$ cat src/rtl/weather_sensor_frontend.sv
// Sensor conditioning: debounced snow/rain/cloud flags and a saturated
// moving-average temperature, all presented as registered outputs.
module weather_sensor_frontend #(
    parameter int unsigned DEBOUNCE = 3,
    parameter int unsigned AVG_LOG2 = 2
) (
    input  logic       clock,
    input  logic       reset_n,
    input  logic       sample_valid,
    output logic       sample_ready,
    input  logic [1:0] sample_kind,
    input  logic [7:0] sample_data,
    output logic       snow,
    output logic       rain,
    output logic       cloud,
    output logic [6:0] temp,
    output logic       temp_valid,
    output logic       update
);

    localparam int unsigned DEPTH  = 1 << AVG_LOG2;
    localparam int unsigned SUM_W  = 8 + AVG_LOG2;
    localparam int unsigned CNT_W  = $clog2(DEBOUNCE + 1);
    localparam int unsigned WARM_W = AVG_LOG2 + 1;
    localparam int unsigned NFLAG  = 3;

    typedef enum logic [1:0] {ST_WARM, ST_RUN, ST_CALC} state_t;

    state_t              state_q, state_d;
    logic [WARM_W-1:0]   warm_q, warm_d;
    logic [NFLAG-1:0]    flag_q, flag_d;
    logic [CNT_W-1:0]    cnt_q [NFLAG];
    logic [CNT_W-1:0]    cnt_d [NFLAG];
    logic [7:0]          ring_q [DEPTH];
    logic [AVG_LOG2-1:0] wp_q;
    logic [SUM_W-1:0]    sum_q, sum_d;
    logic [SUM_W-1:0]    avg_c;
    logic [6:0]          temp_q, temp_d, temp_sat_c;
    logic                ready_q, tv_q, update_q;
    logic                accept_c, temp_acc_c, level_c;

    assign accept_c   = sample_valid & ready_q;
    assign temp_acc_c = accept_c & (sample_kind == 2'd0);
    assign level_c    = |sample_data;

    // Per-flag debounce: count consecutive disagreeing samples of that kind
    always_comb begin
        flag_d = flag_q;
        for (int i = 0; i < NFLAG; i++) begin
            cnt_d[i] = cnt_q[i];
            if (accept_c && (sample_kind == 2'(i + 1))) begin
                if (level_c == flag_q[i]) begin
                    cnt_d[i] = '0;
                end else if (cnt_q[i] == CNT_W'(DEBOUNCE - 1)) begin
                    cnt_d[i]  = '0;
                    flag_d[i] = ~flag_q[i];
                end else begin
                    cnt_d[i] = cnt_q[i] + CNT_W'(1);
                end
            end
        end
    end

    // Running sum swaps the oldest ring entry for the new sample
    assign sum_d = sum_q - SUM_W'(ring_q[wp_q]) + SUM_W'(sample_data);

    // Average of the ring, clamped to the 7-bit output range
    assign avg_c      = sum_q >> AVG_LOG2;
    assign temp_sat_c = (|avg_c[SUM_W-1:7]) ? 7'h7f : avg_c[6:0];

    // Next-state logic: warm-up until the ring is full, then one CALC per temp
    always_comb begin
        state_d = state_q;
        warm_d  = warm_q;
        temp_d  = temp_q;
        case (state_q)
            ST_WARM: begin
                if (temp_acc_c) begin
                    warm_d = warm_q + WARM_W'(1);
                    if (warm_q == WARM_W'(DEPTH - 1)) state_d = ST_CALC;
                end
            end
            ST_RUN: begin
                if (temp_acc_c) state_d = ST_CALC;
            end
            ST_CALC: begin
                temp_d  = temp_sat_c;
                state_d = ST_RUN;
            end
            default: state_d = ST_WARM;
        endcase
    end

    // State, counters and registered outputs
    always_ff @(posedge clock or negedge reset_n) begin
        if (!reset_n) begin
            state_q  <= ST_WARM;
            warm_q   <= '0;
            flag_q   <= '0;
            wp_q     <= '0;
            sum_q    <= '0;
            temp_q   <= '0;
            tv_q     <= 1'b0;
            ready_q  <= 1'b1;
            update_q <= 1'b0;
            for (int i = 0; i < NFLAG; i++) cnt_q[i] <= '0;
            for (int j = 0; j < DEPTH; j++) ring_q[j] <= '0;
        end else begin
            state_q  <= state_d;
            warm_q   <= warm_d;
            flag_q   <= flag_d;
            temp_q   <= temp_d;
            ready_q  <= (state_d != ST_CALC);
            update_q <= (flag_d != flag_q) || (temp_d != temp_q);
            if (state_q == ST_CALC) tv_q <= 1'b1;
            for (int i = 0; i < NFLAG; i++) cnt_q[i] <= cnt_d[i];
            if (temp_acc_c) begin
                ring_q[wp_q] <= sample_data;
                sum_q        <= sum_d;
                wp_q         <= wp_q + AVG_LOG2'(1);
            end
        end
    end

    assign sample_ready = ready_q;
    assign snow         = flag_q[0];
    assign rain         = flag_q[1];
    assign cloud        = flag_q[2];
    assign temp         = temp_q;
    assign temp_valid   = tv_q;
    assign update       = update_q;

endmodule

$ cat config.mk
export PLATFORM = sky130hd
export DESIGN_NAME = weather_sensor_frontend
export DESIGN_NICKNAME = d
export VERILOG_FILES = /design/src/rtl/weather_sensor_frontend.sv
export SDC_FILE = /design/constraint.sdc
export NUM_CORES = 1
export LEC_CHECK = 0
export BUFFER_PORTS_ARGS = -buffer_cell sky130_fd_sc_hd__clkbuf_2
export CORE_MARGIN = 2
export CORE_UTILIZATION = 54
export CTS_CLUSTER_DIAMETER = 120
export DETAILED_ROUTE_END_ITERATION = 16
export GPL_ROUTABILITY_DRIVEN = 0
export GPL_TIMING_DRIVEN = 0
export HOLD_SLACK_MARGIN = 0.12
export PLACE_DENSITY = 0.83
export SYNTH_ARGS = -nofsm -noshare
export SYNTH_HDL_FRONTEND = slang
export SYNTH_SLANG_ARGS = --single-unit
$ cat constraint.sdc
create_clock -name clock -period 3.32 [get_ports clock]
set_input_delay 0.664 -clock clock [delete_from_list [all_inputs] [get_ports clock]]
set_output_delay 0.664 -clock clock [all_outputs]
set_load 0.005 [all_outputs]
* Yosys cells after proc, flatten, opt, wreduce, memory -nomap -nowiden *
Cells that the tools add are included.

word-level totals
  register bits = 68
  input bits = 13

cells by class
  reduce and logical (&&, ||, !) cells = 9
  add/sub/neg operators = 7
  muxes and demuxes = 27
  equality and inequality tests = 15
  bitwise logic cells = 6
  magnitude comparators = 2

operator list
  operator               count
  $bwmux W32             1
  $mux W8                3
  $mux W2                9
  $bmux W8 S2            1
  $demux W8 S2           1
  $mux W7                2
  $eq A2 B2 Y1 const B   6
  $add A10 B8 Y10        1
  $sub A10 B8 Y10        1
  $mux W1                9
  $add A2 B1 Y2 const B  4
  $reduce_or A8 Y1       1
  $ne A7 B7 Y1           1
  $pmux W2 S3            1
  $eq A2 B1 Y1 const B   2
  $logic_and A1 B1 Y1    4
  $logic_not A2 Y1       2
  $add A3 B1 Y3 const B  1
  $eq A1 B1 Y1           3
  $eq A3 B2 Y1 const B   1
  $ge A3 B3 Y1 const B   1
  $lt A3 B1 Y1 const B   1
  $ne A3 B3 Y1           1
  $not A1 Y1             3
  5 further kinds        6

* Longest topological paths before layout *
Gate-level depths: netlist (run 1).

  word-level depth = 6
  mapped depth = 11
  gate-level depth less buffers = 10

* Worst setup path before layout (run 1) *
No wires, ideal clock.

  kind = register to register
  from = register wp_q[0]
  to = register sum_q[6]
  period minus slack after synthesis = 3079 ps
  setup time = 135 ps
  data arrival time = 2943 ps
  setup slack = 241 ps
  cell stages (with the launch flop) = 11
  required time = 3185 ps
  buffers on the path = 1
  cells stage by stage = dfrtp_1 buf_2 mux4_2 fa_1 inv_1 fa_1 a211oi_1 o21bai_1 a21oi_1 xor2_1 o21ai_0

on the way
  cells in the longest elaborated chain, start to end = 6

ends and longest elaborated chain
  item                                        line  RTL
  from (decl)                                 35    logic [AVG_LOG2-1:0] wp_q;
  from (signal assigned)                      120   wp_q <= wp_q + AVG_LOG2'(1);
  $not A2 Y3 (implied by the code)            65    assign sum_d = sum_q - SUM_W'(ring_q[wp_q]) + SUM_W'(sample_data);
  $bmux W8 S2                                 65
  $mux W8 (implied by the code) (2 in a row)  65
  $sub A10 B8 Y10                             65
  $add A10 B8 Y10                             65
  to (signal assigned)                        119   sum_q <= sum_d;
  to (decl)                                   36    logic [SUM_W-1:0] sum_q, sum_d;

Every way passes these cells. The select of a mux whose other input is x is not followed.
A chain may end at the register's enable or synchronous reset.

* Worst setup path after layout (run 1) *
  from = register wp_q[0]
  to = register sum_q[7]

The elaborated chain is that of the path after synthesis.

==> run_results.csv, run 1 <==
group,metric,value,unit
critical_path,path_buf_inv,2,
global_route,gr-usage-met1,27.49,%
floorplan,dieArea,7479,um2
critical_path,critical-path-top-delay-family,"compound AO/OA/AOI/OAI gates",
run_status,outcome,"completed",
timing,fin_crit,3.119,ns
floorplan,die_y,86.48,um
floorplan,ios,26,
yosys,synth-main-ff-cell,"dfrtp_1",
critical_path,crit_top_cell,"o21ai_0",
place,dp_slack,-0.005424,ns
critical_path,cpMaxStageDelayCell,"mux4_2",
global_route,grt_busiest_layer,"met2",
finish,final_cell_area,4095,um2
critical_path,slowest_delay,0.52,ns
finish,drive_gt1_share,18.09,%
cts,cts.path.max_buffers,2,
finish,syn2layout_area_growth,11.48,%
critical_path,crit_type,"reg2reg",
critical_path,worstPathMaxFanout,9,
finish,fillers,564,
critical_path,rrSetupSlack,0.20,ns
finish,multi_input_comb_area,1788,um2
cts,cts_setup_buffers,0,
timing,relSlewSlack,69.20,%
yosys,async_flop_share,100.0,%
global_route,grt_max_degree,69,
yosys,synth_cell_types,45,
power,pwr_density_cell,1136,nW/um2
yosys,ys_seq_area_share,46.36,%
yosys,synth-edff-count,0,
global_route,antenna_found_initial,0,
finish,diodes,0,
place,dp_hpwl,5342,um
floorplan,row_count,30,
detailed_routing,drcViolationCount,0,
detailed_routing,via_per_inst,5.579,
global_route,use_met2,36.29,%
critical_path,worst_r2r_startpoint,"wp_q[0]$_DFFE_PN0P_",
place,place_area,3929,um2
place,portBuffers,25,
cts,cts_inserted_buffers,9,
global_route,first_global_vias,2715,
cts,clk_pin_slew,0.07,ns
yosys,yosys_warnings,0,
cts,cts.sinks,68,
finish,final-seq-area,1703,um2
timing,hold_viol,0,
flow_run,maxCapViolations,0,
timing,layout_setup_ws,0.2008,ns
detailed_routing,dr.pass1.iters,4,
floorplan,die_x,86.48,um
detailed_routing,num_vias,2667,
timing,finalCritPeriodShare,93.95,%
critical_path,path_cells,"buf_6 -> mux4_2 -> fa_1 -> inv_1 -> ha_1 -> a211oi_1 -> o21ai_0 -> a21oi_1 -> xor2_1 -> o21ai_0",
floorplan,core_area,6681,um2
critical_path,crit_required,3.53,ns
critical_path,end_kind,"register",
global_route,use_met3,4.952,%
finish,finish.net_count,431,
power,cellLeakagePower,1.978,nW
yosys,ys_ff_latch,68,
cts,htreeDepth,3,
critical_path,cp-start-kind,"register",
yosys,synthCells,356,
cts,cts_root_buf,"clkbuf_8",
detailed_routing,ant_nets,0,
yosys,synth_nets,394,
detailed_routing,totalWireLength,7125,um
timing,drv_slew,0,
cts,clock_latency,0.34,ns
timing,fmax,320.6,MHz
global_route,grt_usage,21.45,%
timing,worst_pin_slew,0.4585,ns
min_path,hold_class,"in2async",
floorplan,initial_utilization,54.98,%
critical_path,rr_worst_depth,10,
detailed_routing,wire_per_inst,14.91,um
detailed_routing,dr.first_iter.drc_count,112,
power,ir_drop,486.7,uV
yosys,synth_area,3674,um2
cts,cts_tree,"yes",
timing,setup_viol,0,
global_route,grt_first_pass_wirelength,12390,um
global_route,grt_remaining_overflow,0,
critical_path,arrival,3.33,ns
critical_path,r2r-end,"sum_q[7]$_DFFE_PN0P_",
timing,rsz0062_at_grt,"false",
timing,fin_skew,0.009085,ns
yosys,syn_avg_cell_area,10.32,um2
-- Yosys cell counts, drive strengths merged, types with 3 or more instances --
cell type	number	area, um2
a21oi	5	25.02
xor2	8	70.07
o21ai	54	270.3
fa	8	160.2
xnor2	4	35.03
nor2	14	55.06
inv	37	138.9
nand2	58	225.2
o22ai	3	18.77
mux2	8	90.09
a21o	5	37.54
a211oi	3	22.52
nand2b	9	56.30
mux4	8	180.2
dfrtp	67	1677
ha	17	212.7
clkbuf	5	18.77
nor4	3	48.80
buf	6	30.03
-- cells in the final DEF, fill, tap and decap left out, drive strengths merged, types with 2 or more instances in the layout --
| cell | synthesis | routed |
|---|---|---|
| clkinv | 0 | 3 |
| ha | 17 | 17 |
| o31ai | 2 | 2 |
| o21ai | 54 | 54 |
| nor4 | 3 | 3 |
| o22ai | 3 | 3 |
| clkbuf | 5 | 43 |
| inv | 37 | 37 |
| nand2 | 58 | 58 |
| a2111oi | 2 | 2 |
| o21bai | 2 | 2 |
| a21o | 5 | 5 |
| a211o | 2 | 2 |
| nor3 | 2 | 2 |
| dfrtp | 67 | 67 |
| nand2b | 9 | 9 |
| a211oi | 3 | 3 |
| nand4 | 2 | 2 |
| mux2 | 8 | 8 |
| xnor2 | 4 | 4 |
| nand3 | 2 | 2 |
| buf | 6 | 7 |
| nand4b | 2 | 2 |
| o211ai | 2 | 2 |
| fa | 8 | 8 |
| nor3b | 2 | 2 |
| mux4 | 8 | 8 |
| xor2 | 8 | 8 |
| a31oi | 2 | 2 |
| nor2 | 14 | 14 |
| a21oi | 5 | 5 |
-- logic make-up (layout without fill, tap and decap cells) --
| kind of cell | Yosys count | after routing | synth area share [%] |
|---|---|---|---|
| buffers and inverters | 48 | 90 | 5.109 |
| AND/OR/NAND/NOR | 97 | 97 | 13.28 |
| XOR/XNOR | 12 | 12 | 2.861 |
| flip-flops | 68 | 68 | 46.36 |
| AO/OA/AOI/OAI | 89 | 89 | 14.61 |
| multiplexers | 17 | 17 | 7.629 |
| adder cells (fa/ha/maj) | 25 | 25 | 10.15 |
-- cell type report --
cell class,instances,share of cell area (%)
Timing Repair Buffer,26,3.789
Clock inverter,3,0.3666
Multi-Input combinational cell,240,43.66
Tap cell,80,2.444
Buffer,11,1.375
Inverter,37,3.391
Clock buffer,13,3.391
Sequential cell,68,41.58
-- metrics by stage --
stage | total power [mW] | hold slack [ns] | cells | setup TNS, ns | util, %
final | 4.650 | 0.3456 | 478 | 0 | 61.29
after global routing | 5.128 | 0.3648 | 478 | 0 | 61.29
after CTS | 4.620 | 0.3593 | 478 | 0 | 61.14
after detailed placement | 4.035 | 0.4565 | 462 | -0.005424 | 58.80
after global placement | 3.871 | 0.4514 | 461 | 0 | 58.35
after floorplan | 3.435 | 0.3684 | 356 | 0 | -
-- state kept, by name, indices dropped and copies added (netlist names) --
register / flops
cnt_q: 6
flag_q: 3
ring_q: 32
sample_ready: 1
state_q: 2
sum_q: 10
temp: 7
temp_valid: 1
update: 1
warm_q: 3
wp_q: 2
-- power breakdown --
part	internal [mW]	total [mW]	switching, mW
clock	0.269	0.568	0.299
combinational	1.20	2.61	1.41
sequential	1.21	1.48	0.268
total	2.68	4.65	1.97
-- what timing repair did --
item	CTS	global route
hold buffers	0	0
pin swaps	0	1
setup endpoints to repair	2	5
gates resized for setup	1	4
-- how the worst max path moves through the flow --
stage               cells past startpoint           startpoint                   end  slack [ns]
finish                                 10  wp_q[0]$_DFFE_PN0P_  sum_q[7]$_DFFE_PN0P_        0.20
detailed placement                     10  wp_q[0]$_DFFE_PN0P_  sum_q[6]$_DFFE_PN0P_      -0.005
floorplan                              10  wp_q[0]$_DFFE_PN0P_  sum_q[6]$_DFFE_PN0P_        0.24
global placement                       10  wp_q[0]$_DFFE_PN0P_  sum_q[8]$_DFFE_PN0P_        0.02
global route                           10  wp_q[0]$_DFFE_PN0P_  sum_q[6]$_DFFE_PN0P_        0.02
CTS                                    10  wp_q[1]$_DFFE_PN0P_  sum_q[6]$_DFFE_PN0P_        0.02
-- per-layer routing --
metal | part of all wire [%] | wire length (um) | vias to the layer above
li1 | - | - | 1299
met4 | 1.5 | 107 | 0
met5 | 0 | 0 | -
met3 | 3.7 | 262 | 12
met1 | 46 | 3252 | 1304
met2 | 49 | 3503 | 52
Power figures use the tool's default switching activity.
==> run 2: changes to the inputs <==
- ABC_AREA: not set -> 1
- CORE_UTILIZATION: 54 -> 55
- PLACE_DENSITY: 0.83 -> 0.84
==> run_results.csv, run 2 <==
group,metric,value,unit
finish,syn2layout_area_growth,11.83,%
cts,cts_tree,"yes",
finish,diodes,0,
yosys,synth-main-ff-cell,"dfrtp_1",
critical_path,worstPathMaxFanout,11,
place,place_inst,603,
cts,cts.path.max_buffers,2,
timing,worst_pin_slew,0.5194,ns
finish,largest-register,"ring_q",
critical_path,rr_worst_depth,14,
run_status,outcome,"completed",
yosys,synth_commonest_cells,"113 x nand2_1, 68 x inv_1, 67 x dfrtp_1, 45 x nor2_1, 38 x o21ai_0",
yosys,synth_top_area_share,42.51,%
place,dp_hpwl,6592,um
timing,rsz0062_at_grt,"false",
finish,mostFrequentLayoutCells,"113 x nand2_1, 67 x inv_1, 67 x dfrtp_1, 45 x nor2_1, 38 x o21ai_0",
critical_path,rrSetupSlack,0.30,ns
yosys,ys_ff_latch,68,
detailed_routing,wire_per_inst,14.62,um
cts,htreeDepth,3,
yosys,synthCells,481,
detailed_routing,dr.first_iter.drc_count,305,
yosys,yosys_warnings,0,
flow_run,maxCapViolations,0,
critical_path,end_kind,"register",
yosys,synth_cell_types,28,
yosys,yosys-top-cells-area,"dfrtp_1 43%, nand2_1 11%, inv_1 6.5%",
yosys,synth-edff-count,0,
timing,fmax,330.6,MHz
global_route,grt_usage,25.45,%
global_route,grt_first_pass_wirelength,15440,um
floorplan,dieArea,7864,um2
critical_path,crit_required,3.56,ns
global_route,grt_max_degree,54,
cts,cts_root_buf,"clkbuf_8",
power,ir_drop,997.3,uV
critical_path,r2r-end,"sum_q[6]$_DFFE_PN0P_",
yosys,async_flop_share,100.0,%
critical_path,cp-start-kind,"register",
min_path,hold_class,"in2async",
power,cellLeakagePower,2.282,nW
detailed_routing,dr.pass1.iters,5,
global_route,grt_remaining_overflow,0,
finish,largest_reg_flops,32,
yosys,yosys.area.top_type,"dfrtp_1",
timing,relSlewSlack,65.38,%
cts,clock_latency,0.35,ns
timing,whs,0.2001,ns
critical_path,arrival,3.27,ns
floorplan,initial_utilization,57.41,%
critical_path,crit_type,"reg2reg",
timing,setup_viol,0,
cts,holdBufCountCts,0,
detailed_routing,ant_nets,0,
finish,fin_cells,619,
floorplan,row_count,30,
global_route,first_global_vias,3282,
place,portBuffers,25,
finish,fin_util,64.21,%
detailed_routing,via_per_inst,5.467,
yosys,ys_seq_area_share,43.18,%
finish,final_common_cell,"nand2_1",
yosys,synth_most_common_cell,"nand2_1",
detailed_routing,num_vias,3384,
cts,clk_pin_slew,0.08,ns
yosys,synth_area,3944,um2
finish,final_cell_area,4410,um2
finish,finish.net_count,556,
critical_path,worst_r2r_startpoint,"wp_q[0]$_DFFE_PN0P_",
timing,fin_tns_setup,0,ns
timing,drv_slew,0,
yosys,synth_nets,519,
global_route,antenna_found_initial,0,
timing,fin_crit,3.024,ns
floorplan,die_x,88.68,um
finish,drive_gt1_share,14.72,%
cts,cts.sinks,68,
floorplan,ios,26,
detailed_routing,drcViolationCount,0,
floorplan,core_area,6869,um2
yosys,syn_avg_cell_area,8.199,um2
cts,cts_inserted_buffers,9,
power,pwr_density_cell,1120,nW/um2
floorplan,die_y,88.68,um
place,place_area,4219,um2
timing,finalCritPeriodShare,91.10,%
detailed_routing,totalWireLength,9048,um
timing,fin_skew,0.01284,ns
timing,hold_viol,0,
## run 2: final cells by class
type,count,area (um2)
Sequential cell,68,1703
Inverter,70,266.5
Buffer,12,102.6
Timing Repair Buffer,26,155.1
Clock buffer,9,123.9
Tap cell,96,120.1
Fill cell,596,2459
Clock inverter,7,51.30
Multi-Input combinational cell,331,1888
## run 2: kinds of logic (layout without fill, tap and decap cells)
| group | count (synthesis) | in the layout | share of synthesized area (%) |
|---|---|---|---|
| flops | 68 | 68 | 43.18 |
| buf+inv | 82 | 124 | 9.137 |
| xor+xnor | 7 | 7 | 1.555 |
| compound gates | 85 | 85 | 12.25 |
| simple gates | 213 | 213 | 24.05 |
| fa+ha+maj | 25 | 25 | 9.454 |
| mux | 1 | 1 | 0.3806 |
## run 2: repair_timing
item,CTS,global route
gates resized for setup,0,5
buffers inserted,0,0
setup endpoints to repair,0,1
## run 2: worst max path at each step
stage | startpoint | endpoint | slack [ns] | cells past startpoint
global route | wp_q[1]$_DFFE_PN0P_ | sum_q[6]$_DFFE_PN0P_ | 0.006 | 12
CTS | wp_q[0]$_DFFE_PN0P_ | sum_q[5]$_DFFE_PN0P_ | 0.30 | 15
detailed placement | wp_q[0]$_DFFE_PN0P_ | sum_q[7]$_DFFE_PN0P_ | 0.33 | 14
finish | wp_q[0]$_DFFE_PN0P_ | sum_q[6]$_DFFE_PN0P_ | 0.30 | 14
floorplan | wp_q[0]$_DFFE_PN0P_ | sum_q[7]$_DFFE_PN0P_ | 0.80 | 14
global placement | wp_q[0]$_DFFE_PN0P_ | sum_q[7]$_DFFE_PN0P_ | 0.35 | 14
## run 2: through the flow
| step | power [mW] | worst slack, ns |
|---|---|---|
| after detailed placement | 4.203 | 0.3259 |
| after CTS | 4.862 | 0.2978 |
| final | 4.938 | 0.2955 |
| after global routing | 5.461 | 0.006350 |
| after floorplan | 3.527 | 0.7966 |
| after global placement | 4.053 | 0.3528 |
## run 2: layer usage
| layer | vias to the layer above | part of all wire (%) | GRT usage [%] |
|---|---|---|---|
| met3 | 15 | 6.8 | 5.690 |
| li1 | 1621 | - | - |
| met2 | 121 | 49 | 41.86 |
| met1 | 1627 | 43 | 34.55 |
| met5 | - | 0 | 0 |
| met4 | 0 | 1.3 | 5.785 |
## run 2: worst max-delay path, cell delays in order (launching register included)
cell        delay [ns]
dfrtp_1           0.38
clkbuf_4          0.21
clkinvlp_4        0.18
clkbuf_4          0.24
nor2_1            0.10
o22ai_1           0.15
fa_1              0.51
inv_1             0.07
fa_1              0.46
nand3_1           0.10
nand2_1           0.12
nand3_1           0.13
nand3b_1          0.10
nand3_1           0.10
nand2_1           0.05
## run 2: power breakdown
part / total [mW] / switching [mW] / leakage, nW / internal (mW)
clock network: 0.626 / 0.351 / 0.0860 / 0.274
registers: 1.41 / 0.249 / 0.842 / 1.16
logic: 2.90 / 1.76 / 1.35 / 1.14
total: 4.94 / 2.36 / 2.28 / 2.58
